File: src/rtl/nbbpu_mem_sequencer.sv
// -----------------------------------------------------------------------------
// nbbpu_mem_sequencer
//
// Multi-cycle sequencer that shares one single-port unified RAM (instructions
// and data) between the NBBPU core and a host loader port.
//
// For every instruction it fetches the word at the core's PC, holds it on
// o_instruction, performs the load or store the core asks for, and then gives
// the core a single o_cpu_step pulse so the core's PC and registers commit
// exactly once per instruction. While halted the RAM belongs to the host.
//
// Ports
//   i_clock            system clock
//   i_reset            synchronous, active-low reset
//   i_run              1 = execute, 0 = halt at the next instruction boundary
//   i_cpu_pc           core program counter
//   i_cpu_address      core data address
//   i_cpu_write_data   core store data
//   i_cpu_write_enable current instruction is a store
//   i_cpu_mem_read     current instruction is a load
//   o_instruction      registered instruction word to the core
//   o_read_data        registered load data to the core
//   o_cpu_step         one-cycle clock enable for core state commit
//   o_ram_address      RAM address
//   o_ram_write_data   RAM write data
//   o_ram_write_enable RAM write strobe
//   i_ram_read_data    RAM read data, valid READ_LATENCY cycles after the
//                      address is presented and held
//   i_host_req         host access request
//   i_host_we          1 = host write, 0 = host read
//   i_host_addr        host address
//   i_host_wdata       host write data
//   o_host_ack         one-cycle completion pulse
//   o_host_rdata       host read result, valid with o_host_ack and held
//   o_halted           1 while in IDLE or HOST
//   o_state            current FSM state (debug visibility)
//
// Host handshake: the host raises i_host_req with i_host_we/i_host_addr/
// i_host_wdata stable and holds all of them until it sees o_host_ack high for
// one cycle; the access is complete in that cycle and o_host_rdata is valid.
// The host must drop i_host_req in the ack cycle, otherwise the following
// IDLE cycle starts a new access.
//
// READ_LATENCY legal range is 1..4.
// -----------------------------------------------------------------------------
module nbbpu_mem_sequencer #(
    parameter int ADDR_WIDTH   = 16,
    parameter int DATA_WIDTH   = 16,
    parameter int READ_LATENCY = 1
) (
    input  logic                  i_clock,
    input  logic                  i_reset,
    input  logic                  i_run,
    input  logic [ADDR_WIDTH-1:0] i_cpu_pc,
    input  logic [ADDR_WIDTH-1:0] i_cpu_address,
    input  logic [DATA_WIDTH-1:0] i_cpu_write_data,
    input  logic                  i_cpu_write_enable,
    input  logic                  i_cpu_mem_read,
    output logic [DATA_WIDTH-1:0] o_instruction,
    output logic [DATA_WIDTH-1:0] o_read_data,
    output logic                  o_cpu_step,
    output logic [ADDR_WIDTH-1:0] o_ram_address,
    output logic [DATA_WIDTH-1:0] o_ram_write_data,
    output logic                  o_ram_write_enable,
    input  logic [DATA_WIDTH-1:0] i_ram_read_data,
    input  logic                  i_host_req,
    input  logic                  i_host_we,
    input  logic [ADDR_WIDTH-1:0] i_host_addr,
    input  logic [DATA_WIDTH-1:0] i_host_wdata,
    output logic                  o_host_ack,
    output logic [DATA_WIDTH-1:0] o_host_rdata,
    output logic                  o_halted,
    output logic [2:0]            o_state
);

    typedef enum logic [2:0] {
        S_IDLE  = 3'd0,
        S_FETCH = 3'd1,
        S_EXEC  = 3'd2,
        S_LOAD  = 3'd3,
        S_STORE = 3'd4,
        S_STEP  = 3'd5,
        S_HOST  = 3'd6
    } state_t;

    // Down-counter start value: an access occupies READ_LATENCY+1 cycles,
    // ending on the cycle where the counter reads zero.
    localparam logic [2:0] LAST_CNT = 3'(READ_LATENCY);

    state_t                r_state;
    logic [2:0]            r_cnt;
    logic [DATA_WIDTH-1:0] r_instruction;
    logic [DATA_WIDTH-1:0] r_read_data;
    logic [DATA_WIDTH-1:0] r_host_rdata;
    logic                  r_cpu_step;
    logic                  r_ram_we;
    logic                  r_host_ack;
    logic                  r_host_we;
    logic                  r_halted;

    logic [ADDR_WIDTH-1:0] w_ram_address;
    logic [DATA_WIDTH-1:0] w_ram_write_data;

    always_ff @(posedge i_clock) begin
        if (!i_reset) begin
            r_state       <= S_IDLE;
            r_cnt         <= '0;
            r_instruction <= '0;
            r_read_data   <= '0;
            r_host_rdata  <= '0;
            r_cpu_step    <= 1'b0;
            r_ram_we      <= 1'b0;
            r_host_ack    <= 1'b0;
            r_host_we     <= 1'b0;
            r_halted      <= 1'b1;
        end else begin
            // Pulse outputs are asserted only by the transition that needs them.
            r_cpu_step <= 1'b0;
            r_ram_we   <= 1'b0;
            r_host_ack <= 1'b0;

            unique case (r_state)
                S_IDLE: begin
                    if (i_host_req) begin
                        // Host wins over run; a write needs only one cycle.
                        r_state   <= S_HOST;
                        r_host_we <= i_host_we;
                        r_ram_we  <= i_host_we;
                        r_cnt     <= i_host_we ? 3'd0 : LAST_CNT;
                    end else if (i_run) begin
                        r_state  <= S_FETCH;
                        r_cnt    <= LAST_CNT;
                        r_halted <= 1'b0;
                    end
                end

                S_FETCH: begin
                    if (r_cnt == 3'd0) begin
                        r_instruction <= i_ram_read_data;
                        r_state       <= S_EXEC;
                    end else begin
                        r_cnt <= r_cnt - 3'd1;
                    end
                end

                S_EXEC: begin
                    // Store has priority if the core flags both.
                    if (i_cpu_write_enable) begin
                        r_state  <= S_STORE;
                        r_ram_we <= 1'b1;
                    end else if (i_cpu_mem_read) begin
                        r_state <= S_LOAD;
                        r_cnt   <= LAST_CNT;
                    end else begin
                        r_state    <= S_STEP;
                        r_cpu_step <= 1'b1;
                    end
                end

                S_STORE: begin
                    r_state    <= S_STEP;
                    r_cpu_step <= 1'b1;
                end

                S_LOAD: begin
                    if (r_cnt == 3'd0) begin
                        r_read_data <= i_ram_read_data;
                        r_state     <= S_STEP;
                        r_cpu_step  <= 1'b1;
                    end else begin
                        r_cnt <= r_cnt - 3'd1;
                    end
                end

                S_STEP: begin
                    if (i_run && !i_host_req) begin
                        r_state <= S_FETCH;
                        r_cnt   <= LAST_CNT;
                    end else begin
                        r_state  <= S_IDLE;
                        r_halted <= 1'b1;
                    end
                end

                S_HOST: begin
                    // r_host_ack high marks the ack cycle that closes the access.
                    if (r_host_ack) begin
                        r_state <= S_IDLE;
                    end else if (r_cnt == 3'd0) begin
                        if (!r_host_we) begin
                            r_host_rdata <= i_ram_read_data;
                        end
                        r_host_ack <= 1'b1;
                    end else begin
                        r_cnt <= r_cnt - 3'd1;
                    end
                end

                default: begin
                    r_state  <= S_IDLE;
                    r_halted <= 1'b1;
                end
            endcase
        end
    end

    // The address/data path is a state-selected mux rather than a register:
    // the core's PC advances on the very edge that leaves STEP, so a register
    // loaded on that edge would capture the old PC for the next fetch.
    always_comb begin
        w_ram_address    = '0;
        w_ram_write_data = '0;
        unique case (r_state)
            S_FETCH: w_ram_address = i_cpu_pc;
            S_LOAD:  w_ram_address = i_cpu_address;
            S_STORE: begin
                w_ram_address    = i_cpu_address;
                w_ram_write_data = i_cpu_write_data;
            end
            S_HOST: begin
                w_ram_address    = i_host_addr;
                w_ram_write_data = i_host_wdata;
            end
            default: begin
                w_ram_address    = '0;
                w_ram_write_data = '0;
            end
        endcase
    end

    assign o_instruction      = r_instruction;
    assign o_read_data        = r_read_data;
    assign o_cpu_step         = r_cpu_step;
    assign o_ram_address      = w_ram_address;
    assign o_ram_write_data   = w_ram_write_data;
    assign o_ram_write_enable = r_ram_we;
    assign o_host_ack         = r_host_ack;
    assign o_host_rdata       = r_host_rdata;
    assign o_halted           = r_halted;
    assign o_state            = r_state;

endmodule

File: config.mk
export PLATFORM = sky130hd
export DESIGN_NAME = nbbpu_mem_sequencer
export DESIGN_NICKNAME = d
export VERILOG_FILES = /design/src/rtl/nbbpu_mem_sequencer.sv
export SDC_FILE = /design/constraint.sdc
export NUM_CORES = 1
export LEC_CHECK = 0
export ABC_AREA = 1
export CORE_MARGIN = 2
export CORE_UTILIZATION = 37
export DETAILED_ROUTE_END_ITERATION = 8
export GPL_TIMING_DRIVEN = 0
export PLACE_DENSITY = 0.77
export SYNTH_ARGS = -nofsm -noshare
export SYNTH_HDL_FRONTEND = slang
export SYNTH_SLANG_ARGS = --single-unit
export TNS_END_PERCENT = 100
File: constraint.sdc
create_clock -name i_clock -period 1.9 [get_ports i_clock]
set_clock_uncertainty 0.05 [all_clocks]
set_input_delay 0.285 -clock i_clock [delete_from_list [all_inputs] [get_ports i_clock]]
set_output_delay 0.285 -clock i_clock [all_outputs]
set_load 0.05 [all_outputs]
After elaboration in Yosys (flattened, before gate mapping)
Cells that the tools add are included.
W data, S select, Z words.

word-level totals
  bits of input ports = 103
  flip-flop bits (word level) = 59

cells by class
  reduce and logical (&&, ||, !) cells = 16
  eq/ne operators = 17
  add/subtract/negate cells = 1
  bitwise logic cells = 5
  mux-type cells = 30

operator list
  kind                   count
  $pmux W16 S3           1
  $mux W3                13
  $pmux W16 S2           1
  $pmux W3 S7            1
  $ne A2 B2 Y1 const B   10
  $pmux W3 S5            1
  $reduce_and A4 Y1      3
  $mux W1                10
  $eq A3 B3 Y1 const B   3
  $eq A3 B2 Y1 const B   2
  $logic_not A3 Y1       2
  $pmux W1 S3            2
  $reduce_and A2 Y1      3
  $reduce_and A6 Y1      1
  $not A1 Y1             5
  $reduce_bool A5 Y1     1
  $reduce_or A5 Y1       1
  $reduce_or A2 Y1       2
  $eq A3 B1 Y1 const B   1
  $ne A3 B3 Y1 const B   1
  $reduce_or A3 Y1       1
  $sub A3 B1 Y3 const B  1
  $pmux W1 S2            1
  $logic_and A1 B1 Y1    1
  $logic_not A1 Y1       1

Logic depth before layout (Yosys ltp)
Gate-level depths: netlist (run 1).

  depth in word-level cells = 4
  depth in mapped cells = 10
  depth with buffers taken out = 9

Least setup slack after synthesis (run 1)
OpenSTA, ideal clock, no wires.

  path type = register -> output
  start point = register r_state[0] (netlist: o_state[0])
  end point = output o_ram_address[0]
  stages on the path, launching flop included = 6
  buffers on the path = 1
  slack = -0.783 ns
  arrival = 2.348 ns
  cell sequence = dfxtp_1 inv_2 ha_1 inv_1 clkbuf_1 a31oi_1

on the way
  cells in the longest elaborated chain, start to end = 3
  elaborated cells between the ends (all ways) = 6
  those cells by class = eq/ne: 4; mux: 1; reduce/logical: 1

RTL lines
  item                                                 RTL line  RTL
  start: declaration                                   90        state_t r_state;
  start signal: assignment                             106       r_state <= S_IDLE;
  start signal: assignment                             126       r_state <= S_HOST;
  start signal: assignment                             131       r_state <= S_FETCH;
  $eq A3 B3 Y1 / $eq A3 B2 Y1 (equally long branches)  213       unique case (r_state)
  $reduce_or A2 Y1 (no line)                           --
  $pmux W16 S3 *                                       213
  end: declaration                                     62        output logic [ADDR_WIDTH-1:0] o_ram_address,

Mark *: on every way between the ends. The rest lies on a longest branch, timed or not.

Final worst setup path (run 1)
  start point = register r_state[2] (netlist: o_state[2])
  end point = output o_ram_address[8]

Same word-level chain as after synthesis.

==> summary.md, run 1 <==
| Metric | Value |
|---|---|
| Routed Antenna Nets | 0 |
| Worst Path Required | 1560 ps |
| First-pass GRT wire length | ~19000 µm |
| Initial antenna violation count | 0 |
| CP delay by family, top | buffers and inverters |
| Worst-Skew Late Latency | 330 ps |
| Crit path max-delay cell type | dfxtp_4 |
| Largest family of logic cells by synthesized area | simple AND/OR/NAND/NOR gates |
| Post-Synth Adder-Cell Area | 0.0208 |
| Min cycle time layout | approximately 2200 ps |
| P_sw | roughly 4000 µW |
| Clk pwr share | 0.157 |
| Final WL | between 10000 and 15000 µm |
| Area fraction in compound gates after synthesis | 0.189 |
| DRC | 0 |
| Seq pwr share | 0.196 |
| GRT Overall Usage | 0.263 |
| Largest net degree at the start of global routing | 13 |
| Post-Syn Instances | 460 |
| Hold violation count in the final report | 0 |
| Synth top area share | 0.392 |
| Sequential cell area fraction in the yosys report | 0.392 |
| CTS buffer count | 9 |
| Failing checks | negative setup slack |
| TritonCTS clock tree | yes |
| Port bufs | ~190 |
| Yosys warns | 0 |
| Mux cell area share after synthesis | 0 |
| Die X | roughly 94 µm |
| Final core occ | 0.748 |
| Leakage power | approximately 0.0022 µW |
| DP Wirelength | 9070 µm |
| Initial Utilization | 0.386 |
| RSZ-0062 raised after global routing | true |
| CP Max Fanout | 5 |
| IR drop worst, VDD | between 0.9 and 1 mV |
| Clock Path Buffers | 2 |
| Final Max Slew Viols | 0 |
| Routed WL per cell | 15.0 µm |
| Slew margin rel. | 0.620 |
| Most frequent cell after synthesis | nand2_1 |
| GR Overflow Total | 0 |
| Sw Share | 0.486 |
| Status | complete, but fails checks |
| CP Launch Type | flip-flop |
| Routed vias | 3821 |
| Met2 GRT Util | 0.488 |
| Layout cells sized above 1 | 0.198 |
| DR iter-0 viols | between 100 and 150 |
| Area contributors post-synth | dfxtp_1 (39%), nand2_1 (14%), nor2_1 (10%), o21ai_0 (8.3%), a21oi_1 (6.6%) |
| Xor/xnor share of the synthesized area | 0 |
| Clock sinks | 59 |
| HP Class | reg -> reg |
| Ys async rst share | 0 |
| Largest area contributor in the netlist | dfxtp_1 |
| Layout filler cell count | ~600 |
| WS Path Type | reg -> out |
| Area grow syn2layout | 93.8% |
| Setup Viol. Count Final | 32 |
| DP Worst Slack | -828 ps |
| Hold_buf cts | 0 |
| Count of different cell masters after synthesis | 26 |
| Mapped Area | 3010 µm² |
| Crit end category | output pin |
| CP max stage delay | roughly 350 ps |
| Layout Nets | just under 800 |
| Post-route worst setup slack | -308 ps |
| Post-synth EDFFs | 0 |
| Vias in the first global route | 3881 |
| Clock Pin Slew Worst Setup and Hold Paths | 70 ps |
| Die height | between 90 and 100 µm |
| Final worst-path cycle share | 1.16 |
| Worst EP arrival | around 1900 ps |
| ANT cells | 0 |
| Combinational Power Share | 0.647 |
| Yosys reg bits | 59 |
| GR Layer Usage met1 | 0.286 |
| IO Count | 190 |
| Synth top cells by count | nand2_1 (114), nor2_1 (83), dfxtp_1 (59) |
| Critical path buffer and inverter count | 5 |
| H-tree Lvls | 3 |
| Placer congestion estimate | 0.889 |
| Core area | between 7000 and 8000 µm² |
| Met3 GRT Util | 0.0778 |
| MaxCap Viol Count | 0 |
| Critical path cell sequence | buf_8 > inv_6 > ha_4 > clkinvlp_4 > clkbuf_16 > a31oi_4 > buf_6 |
| Fmax | between 400 and 500 MHz |
| GR peak layer | met2 |
| Vias/cell | 4.91 |
| Post-synth top flop | dfxtp_1 |
| Measured slew at the worst slew-check pin | between 500 and 600 ps |
| Synth Net Count | roughly 570 |
| Router iterations before antenna repair | 5 |
| Synthesized area per cell | between 6 and 7 µm² |
| Simple-gate share of the synthesized area | 0.304 |
| Total chip power | approximately 8100 µW |
| Row count | 32 |
| Die area | just under 9000 µm² |
| Pwr per Cell Area | 1400 nW/µm² |
| Internal cell power | 4190 µW |
| Root Buffer | clkbuf_8 |
## cell families after synthesis
| logic type | Yosys count |
|---|---|
| adder cells (fa/ha/maj) | 5 |
| flip-flops | 59 |
| AND/OR/NAND/NOR | 223 |
| AO/OA/AOI/OAI | 109 |
| buffers and inverters | 64 |
## cells in the final DEF (no fill, tap or decap), types with 3 or more instances in the layout
master,instances
a31oi_4,14
a21oi_2,6
dfxtp_1,56
ha_1,3
inv_1,34
clkdlybuf4s50_1,154
dlygate4sd2_1,3
a21oi_4,10
inv_6,3
nor2_1,82
inv_2,4
clkbuf_8,11
o21ai_0,50
nand3_1,11
clkbuf_1,6
a21oi_1,24
nor2_2,3
nand2_2,3
buf_6,28
buf_4,23
nand2_1,113
## area by class of cell
type / instances / area [µm²] / share of cell area
timing repair buffer: 201 / 2010 / 0.344
multi-input combinational: 337 / 1940 / 0.332
sequential: 59 / 1190 / 0.204
buffer: 22 / 176 / 0.0302
inverter: 42 / 171 / 0.0294
tap: 102 / 128 / 0.0219
clock buffer: 9 / 124 / 0.0212
clock inverter: 7 / 100 / 0.0171
## per-stage QoR
step,instance area (µm²),std cells,hold WS (ps),setup TNS [ps]
global placement,5410,751,383,-21910
detailed placement,5410,751,387,-22260
finish,5840,779,398,-7300
global route,5840,779,423,-10000
CTS,5830,778,399,-7590
floorplan,3390,460,370,-1890
## power by group through the flow
stage,sequential [µW],clock (µW),combinational [µW]
3_5_place_dp,1640,0,4630
5_1_grt,1620,1340,5630
4_1_cts,1600,1290,5230
6_report,1590,1280,5270
3_3_place_gp,1640,0,4570
2_1_floorplan,2280,0,2660
## registers in the layout, indices dropped and copies added (netlist names)
register            count
o_read_data            16
o_host_rdata           16
o_instruction          16
r_cnt                   3
o_cpu_step              1
o_ram_write_enable      1
o_state                 3
r_host_we               1
o_host_ack              1
o_halted                1
## worst paths after layout
check	start	to	slack, ps	cells past startpoint
setup / recovery	o_state[2]$_SDFFE_PN0P_	o_ram_address[8]	-310	7
hold / removal	o_host_rdata[9]$_SDFFE_PN0P_	o_host_rdata[9]$_SDFFE_PN0P_	400	2
setup reg to reg	o_state[2]$_SDFFE_PN0P_	o_instruction[7]$_SDFFE_PN0P_	190	9
hold reg to reg	o_host_rdata[9]$_SDFFE_PN0P_	o_host_rdata[9]$_SDFFE_PN0P_	400	2
## what timing repair did
item,CTS,global route
setup buffers,10,1
gates resized for setup,242,1
setup endpoints to repair,34,36
cloned,1,0
pin swaps,3,1
## per-layer routing
metal  part of all wire  vias to the layer above
li1                   -                     1901
met1               0.39                     1741
met2               0.50                      162
met3              0.093                       17
met4              0.016                        0
met5                  0                        -
## worst reg2reg max path, cell delays in order, from the launching register on
cell and delay [ps]:
dfxtp_4 350, buf_8 130, inv_6 70, nand2_2 90
nor2_4 140, buf_4 190, nand2_4 90, clkbuf_1 230
o21ai_0 240, nor2_1 60
(Power assumes the default switching activity.)
==> run 2, diff against run 1 <==
--- a/config.mk
+++ b/config.mk
@@ -10,7 +10,7 @@
 export CORE_UTILIZATION = 37
 export DETAILED_ROUTE_END_ITERATION = 8
 export GPL_TIMING_DRIVEN = 0
-export PLACE_DENSITY = 0.77
+export PLACE_DENSITY = 0.81
 export SYNTH_ARGS = -nofsm -noshare
 export SYNTH_HDL_FRONTEND = slang
 export SYNTH_SLANG_ARGS = --single-unit
==> summary.md, run 2 (synthesis results as in run 1) <==
| Metric | Value |
|---|---|
| RSZ-0062 raised after global routing | true |
| Slew margin rel. | 0.610 |
| CTS buffer count | 9 |
| Row count | 32 |
| Worst Path Required | around 1600 ps |
| Failing checks | negative setup slack |
| Initial Utilization | 0.386 |
| HP Class | reg -> reg |
| Reg-to-reg endpoint | o_host_rdata[9]$_SDFFE_PN0P_ |
| Vias/cell | around 5.0 |
| CP Launch Type | flip-flop |
| Clock Pin Slew Worst Setup and Hold Paths | about 70 ps |
| Router iterations before antenna repair | 4 |
| Worst r2r src | o_state[2]$_SDFFE_PN0P_ |
| Layout filler cell count | approximately 560 |
| Leakage power | around 0.0024 µW |
| Setup Viol. Count Final | 32 |
| Initial antenna violation count | 0 |
| Dpl cells | approximately 750 |
| Largest net degree at the start of global routing | 11 |
| Final WL | around 13000 µm |
| Routed Antenna Nets | 0 |
| Min cycle time layout | 2180 ps |
| Final worst-path cycle share | 1.15 |
| DRC | 0 |
| Commonest cells after routing, fill and taps aside | clkdlybuf4s50_1 (152), nand2_1 (91), nor2_1 (82) |
| DR iter-0 viols | around 150 |
| Port bufs | 189 |
| Routed vias | 3963 |
| Reg2reg setup slack | 70 ps |
| Area grow syn2layout | 103% |
| Most common cell after layout, fill and taps aside | clkdlybuf4s50_1 |
| Post-route worst setup slack | -281 ps |
| DP Worst Slack | -784 ps |
| Die X | between 90 and 100 µm |
| Clock sinks | just under 60 |
| H-tree Lvls | 3 |
| Die area | 8880 µm² |
| Pwr per Cell Area | around 1400 nW/µm² |
| Core area | between 7000 and 8000 µm² |
| First-pass GRT wire length | between 15000 and 20000 µm |
| Hold violation count in the final report | 0 |
| Hold_buf cts | 0 |
| DP Wirelength | 8970 µm |
| Placer congestion estimate | roughly 0.88 |
| Status | complete, but fails checks |
| Worst Reg-to-Reg Cells | 8 |
| Worst EP arrival | roughly 1900 ps |
| ANT cells | 0 |
| Clock Path Buffers | 2 |
| Root Buffer | clkbuf_8 |
| WS Path Type | reg -> out |
| Measured slew at the worst slew-check pin | about 580 ps |
| TritonCTS clock tree | yes |
| CP Max Fanout | 5 |
| Worst-Skew Late Latency | between 300 and 400 ps |
| Die height | roughly 94 µm |
| Fmax | about 460 MHz |
| Layout Nets | approximately 800 |
| Layout cells sized above 1 | 0.242 |
| Worst hold stages | 2 |
| IR drop worst, VDD | 0.708 mV |
| Routed WL per cell | 16.3 µm |
| Crit end category | output pin |
| MaxCap Viol Count | 0 |
| GRT Overall Usage | 0.265 |
| Non-Filler Instances | ~800 |
| Vias in the first global route | around 4000 |
| GR Overflow Total | 0 |
| Hold Crit Endpoint | o_host_rdata[12]$_SDFFE_PN0P_ |
| IO Count | 190 |
| Final Max Slew Viols | 0 |
| Hold wc startpoint | o_host_rdata[12]$_SDFFE_PN0P_ |
[run 2: report_power, final]
part	switching, µW	total (µW)	leakage [µW]	internal, µW
clock network	494	989	0.0000882	494
logic	3480	5730	0.00181	2240
registers	139	1620	0.000480	1480
[run 2: metrics by stage]
stage	total power (µW)	hold WS, ps	cell area, µm²	utilization	setup TNS (ps)
2_1_floorplan	4940	370	3390	-	-1890
3_3_place_gp	6180	383	5410	0.693	-20970
3_5_place_dp	6280	389	5410	0.693	-21890
4_1_cts	7920	402	5820	0.745	-7940
5_1_grt	8760	427	6110	0.782	-8070
6_report	8330	405	6110	0.782	-6010
[run 2: worst max-delay path by stage]
stage,startpoint,endpoint,depth (start not counted)
after floorplan,o_state[2]$_SDFFE_PN0P_,o_ram_address[0],6
after global placement,o_state[2]$_SDFFE_PN0P_,o_ram_address[10],7
after detailed placement,o_state[0]$_SDFFE_PN0P_,o_ram_write_data[13],7
after CTS,o_state[2]$_SDFFE_PN0P_,o_ram_address[10],7
after global routing,o_state[2]$_SDFFE_PN0P_,o_ram_address[5],8
final,o_state[2]$_SDFFE_PN0P_,o_ram_address[3],7
[run 2: critical path, stage by stage, from the launching register on]
cell and delay, ps:
dfxtp_4 360, buf_8 120, inv_6 40, ha_4 280
clkinvlp_4 160, clkbuf_16 210, a31oi_4 150, buf_6 180
[run 2: layout make-up]
class                      instances  area, µm²  area share
timing repair buffer             211       2210       0.362
multi-input combinational        337       2030       0.332
sequential                        59       1190       0.195
buffer                            22        205      0.0336
inverter                          42        181      0.0297
clock buffer                      10        138      0.0225
tap                              102        128      0.0209
clock inverter                     5       28.8     0.00471
[run 2: metal layers]
layer / vias up / GRT usage / wire length, µm
li1: 1920 / - / -
met1: 1825 / 0.268 / 4600
met2: 185 / 0.501 / 6630
met3: 33 / 0.0907 / 1230
met4: 0 / 0.0894 / 406
met5: - / 0 / 0
[run 2: timing repair]
item / CTS / global route
setup endpoints to repair: 33 / 56
pin swaps: 4 / 16
buffers inserted: 9 / 9
cloned: 1 / 3
resized for setup: 247 / 53
==> edit 1 (flow settings as in run 2) <==
Set the parameter `DATA_WIDTH` to 18 (it was 16).
--- a/src/rtl/nbbpu_mem_sequencer.sv
+++ b/src/rtl/nbbpu_mem_sequencer.sv
@@ -47,3 +47,3 @@
     parameter int ADDR_WIDTH   = 16,
-    parameter int DATA_WIDTH   = 16,
+    parameter int DATA_WIDTH   = 18,
     parameter int READ_LATENCY = 1
Ports: changed (7 resized); port bits go from 190 to 204. The function was not compared with the original's and may differ.
==> edit 1 against run 2 <==
The flow still finishes with violations (setup timing); global-route usage increased by 2.4 points; synthesized area increased by 5.8%; die area increased by 5.6%; first-iteration DRC count grew 49%; sequential share of layout area is 0.24 points higher; worst setup slack improved by 110 ps; sequential cell count up 6; hold slack better by 10 ps; utilization up 2.0 points; critical path depth down 1; routed wire length increased by 14%; total power grew 8.0%; final area increased by 9.0%.
==> edit 1: results (changes against run 2) <==
Post-synth EDFFs=0 (unchanged); vias in the first global route=4247 (+5.9%); Peak VDD IR=0.0009087 V (+28%); RR Endpoint=o_host_rdata[8]; DRT iter0 DRCs=226 (+49%); Final setup violation count=34 (+6.3%); Syn Inst Count=474 (+3.0%); largest net degree at the start of global routing=12 (+1); CP max-delay cell=dfxtp_4; worst setup margin=-167.0 ps (+114.0 ps); ys flop type=dfxtp_1; asr flop ratio synth=0% (unchanged); layout cell share with drive strength beyond 1=27.21% (+3.0 points); Clock transition at path regs=70 ps (about the same); H-Tree Depth=3 (unchanged); Place WS=-702.5 ps (+81.11 ps); post-synth top area share=40.82% (+1.6 points); CTS Buffer Depth=2 (unchanged); synth top area cells=dfxtp_1 (41%), nand2_1 (17%), nor2_1 (10%), a21oi_1 (6.8%), o21ai_0 (5.8%); wire per inst=17.64 um (+8.0%); Skew-Pair Late Insertion Delay=330 ps; Synth warnings=0 (unchanged); Final #Nets=833 (+5.4%); CTS buffer count=9 (unchanged); # fillers=557 (+0.18%); GRT Resource Usage Total=28.93% (+2.4 points); CP max FO=8 (+3); Diodes inserted=0 (unchanged); HPWL after DPL=10230 um (+14%); Port Buffers=203 (+7.4%); first-pass GRT wire length=22040 um (+18%); crit path DAT=1730 ps (-120 ps); Placed Instances=782 (+4.1%); R2R Path Start=o_state[0]; setup_tns=-4167 ps (+1845 ps); antenna violations before repair=0 (unchanged); failing checks=setup timing; clk root buf=clkbuf_8; Hold WC Path Type=reg2reg; flop2flop setup slack=120 ps (+50 ps); status=finished, violations left; sequential area share after synthesis=40.82% (+1.6 points); Max-slew headroom=63.81% (+2.8 points); Critical Path Max Stage Delay=430 ps (+70 ps); Critical Path End=o_ram_address[8]; routability congestion estimate=0.9542 (+8.0%); commonest cells in the netlist=nand2_1 (148), nor2_1 (86), dfxtp_1 (65); post-synthesis cell type count=28 (+7.7%); DRT Pass-1 Iters=5 (+1); DR vias/cell=5.148 (+2.4%); CP Launch Point=o_state[0]; syn_nets=588 (+3.5%); Vias=4268 (+7.7%); reg2reg path depth=9 (+1); P_leak=2.472 nW (+4.0%)
edit 1: cell count changes in the layout (fill, tap and decap cells not counted), sizes merged, moves of 3 or more:
cell,delta
inv,-21
o21ai,-14
nor2,+3
dfxtp,+6
buf,+11
nand2,+33
clkdlybuf4s50,+13
a21oi,+3
edit 1: cell families after synthesis:
| family | share of synthesized area [%] |
|---|---|
| AOI/OAI and AO/OA | 16.17 |
| buffers and inverters | 6.985 |
| and+or+nand+nor | 34.07 |
| DFF | 40.82 |
| adders and majority gates | 1.962 |
edit 1: layer usage:
metal / vias up / global-route usage (%) / part of all wire (%)
li1: 2026 / - / -
met1: 1993 / 33.33 / 39
met4: 0 / 12.57 / 4.4
met3: 43 / 6.720 / 7.0
met2: 206 / 50.96 / 50
met5: - / 0 / 0
edit 1: timing repair:
| action | in CTS | in global routing |
|---|---|---|
| endpoints found under the hold margin | 0 | 0 |
| setup endpoints to repair | 37 | 49 |
| buffers inserted | 20 | 6 |
| pin swaps | 6 | 16 |
| gates resized for setup | 291 | 59 |
| cloned | 4 | 1 |
edit 1: through the flow:
stage                     hold slack (ps)  utilization, %  cell area [um2]
final                               414.9           80.19             6655
after global routing                437.5           80.19             6655
after CTS                           418.8           77.17             6405
after detailed placement            408.6           69.89             5801
after global placement              401.9           69.89             5801
after floorplan                     357.9               -             3637
edit 1: cell type report:
| class | count | area [um2] | share of cell area [%] |
|---|---|---|---|
| plain buffers | 21 | 211.5 | 3.177 |
| clock inverters | 4 | 50.05 | 0.7520 |
| inverters | 23 | 125.1 | 1.880 |
| repair buffers | 234 | 2410 | 36.21 |
| multi-input cells | 365 | 2270 | 34.10 |
| flip-flops and latches | 65 | 1313 | 19.72 |
| well taps | 105 | 131.4 | 1.974 |
| clock buffers | 12 | 145.1 | 2.181 |
edit 1: critical path: cells and delay by family, from the launching register on:
| family | cells | cell delay [ps] |
|---|---|---|
| buffers and inverters | 4 | 500 |
| DFF | 1 | 430 |
| adders and majority gates | 1 | 290 |
| AOI/OAI and AO/OA | 1 | 160 |
edit 1: report_power, final:
part	internal, mW	leakage, nW	switching, mW	total, mW
registers	1.61	0.529	0.190	1.80
logic	2.35	1.84	3.68	6.02
clock network	0.646	0.101	0.530	1.18
edit 1: worst min-delay path by stage:
| stage | depth (start not counted) | end | startpoint | slack (ps) |
|---|---|---|---|---|
| after CTS | 2 | o_read_data[7] | o_read_data[7] | 420 |
| after floorplan | 2 | o_ram_write_enable | i_reset | 360 |
| after global routing | 2 | o_read_data[7] | o_read_data[7] | 440 |
| after detailed placement | 2 | o_read_data[7] | o_read_data[7] | 410 |
| final | 2 | o_read_data[13] | o_read_data[13] | 410 |
| after global placement | 2 | o_read_data[4] | o_read_data[4] | 400 |
==> edit 2 (flow settings as in run 2) <==
Made on the original files. Make the reset (`i_reset`) asynchronous in one clocked block. Comments in the files are not updated.
--- a/src/rtl/nbbpu_mem_sequencer.sv
+++ b/src/rtl/nbbpu_mem_sequencer.sv
@@ -103,3 +103,3 @@
 
-    always_ff @(posedge i_clock) begin
+    always_ff @(posedge i_clock or negedge i_reset) begin
         if (!i_reset) begin
Function: differs if i_reset is asserted again (counterexample within 4 cycles, from zero or initial values and one cycle with i_reset low); with i_reset held inactive, the same outputs for 4 cycles.
==> edit 2 against run 2 <==
The run still ends with setup timing left; total power grew 49%; critical endpoint is now o_ram_address[7]; hold slack gained 9.0 ps; worst setup slack gained 71 ps; routed wire length shrank 0.37%; sequential share of layout area grew 5.6 points; final cell count shrank 12%; global-route usage grew 1.5 points; via count shrank 10%; sequential cell count is the same; final area shrank 3.3%; synthesized area shrank 0.46%; utilization shrank 2.5 points; critical path depth grew 1.
==> edit 2: results (changes against run 2) <==
Final setup violation count=30 (-6.3%); Area after DPL=5132 um2 (-5.1%); WL met2=6533 um (-1.5%); Peak VDD IR=0.001331 V (+88%); RR Endpoint=o_instruction[4]; met3 Use GR=10.67% (+1.6 points); crit path DAT=1770 ps (-80 ps); commonest cells in the netlist=nand2_1 (119), dfrtp_1 (58), o21ai_1 (38); wire per inst=18.45 um (+13%); syn_nets=468 (-18%); routability congestion estimate=0.9250 (+4.7%); met1 usage=28.82% (+2.0 points); clk root buf=clkbuf_8; vias in the first global route=3656 (-8.9%); largest net degree at the start of global routing=33 (+22); post-synthesis cell type count=27 (+3.8%); sequential area share after synthesis=49.27% (+10 points); synth top area cells=dfrtp_1 (48%), nand2_1 (15%), o21ai_1 (6.3%), a22o_1 (4.7%), a22oi_1 (4.0%); asr flop ratio synth=100.0% (+100 points); grt met2 use=52.20% (+2.1 points); flop2flop setup slack=120 ps (+50 ps); worst setup margin=-209.6 ps (+71.41 ps); Final #Nets=693 (-12%); DRT iter0 DRCs=130 (-14%); hold endpoint=o_halted; CTS Hold Bufs=1 (+1); CP max-delay cell=dfrtp_2; metal3 WL=1309 um (+6.4%); first-pass GRT wire length=18690 um (+0.26%); Syn Inst Count=363 (-21%); setup_tns=-4621 ps (+1391 ps); Worst Max-Slew Pin Slew=732.3 ps (+147.5 ps); Place WS=-788.4 ps (-4.853 ps); DRT Pass-1 Iters=5 (+1); Critical Path End=o_ram_address[7]; CP max FO=6 (+1); failing checks=setup timing; Vias=3551 (-10%); status=finished, violations left; ys flop type=dfrtp_1; Placed Instances=655 (-13%); final hold slack=413.7 ps (+8.951 ps); worst hold start=o_halted; routed metal-1 wirelength=4754 um (+3.3%); P_leak=2.814 nW (+18%); CP Launch Point=o_state[1]; layout cell share with drive strength beyond 1=29.51% (+5.3 points); reg2reg path depth=9 (+1); post-CTS sizing=294 (+19%); setup bufs post-CTS=18 (+9); Skew-Pair Late Insertion Delay=320 ps (-20 ps); GRT Resource Usage Total=27.97% (+1.5 points)
-- edit 2: final cells by class --
type                    instances  area (um2)
flip-flops and latches         59        1481
multi-input cells             251        1535
plain buffers                  16       135.1
clock inverters                 5       100.1
clock buffers                  11       141.4
fillers                       538        1899
repair buffers                215        2225
well taps                     102       127.6
inverters                      36       162.7
-- edit 2: logic make-up (layout without fill, tap and decap cells) --
family,after synthesis,after routing,share of synthesized area [%]
AND/OR/NAND/NOR,162,162,22.32
AO/OA/AOI/OAI,86,86,19.40
flip-flops,59,59,49.27
XOR/XNOR,1,1,0.2921
buffers and inverters,53,283,7.885
adder cells (fa/ha/maj),2,2,0.8342
-- edit 2: where the power goes --
part           leakage (nW)  internal, mW  switching, mW
Combinational          2.00          3.20           5.52
Sequential            0.693          1.88          0.407
Clock                 0.123         0.903          0.465
Total                  2.81          5.99           6.39
-- edit 2: worst register-to-register path: cells and delay by family, from the launching register on --
kind / cells / cell delay [ps]
buf+inv: 4 / 620
flops: 1 / 410
compound gates: 1 / 80
simple gates: 4 / 510
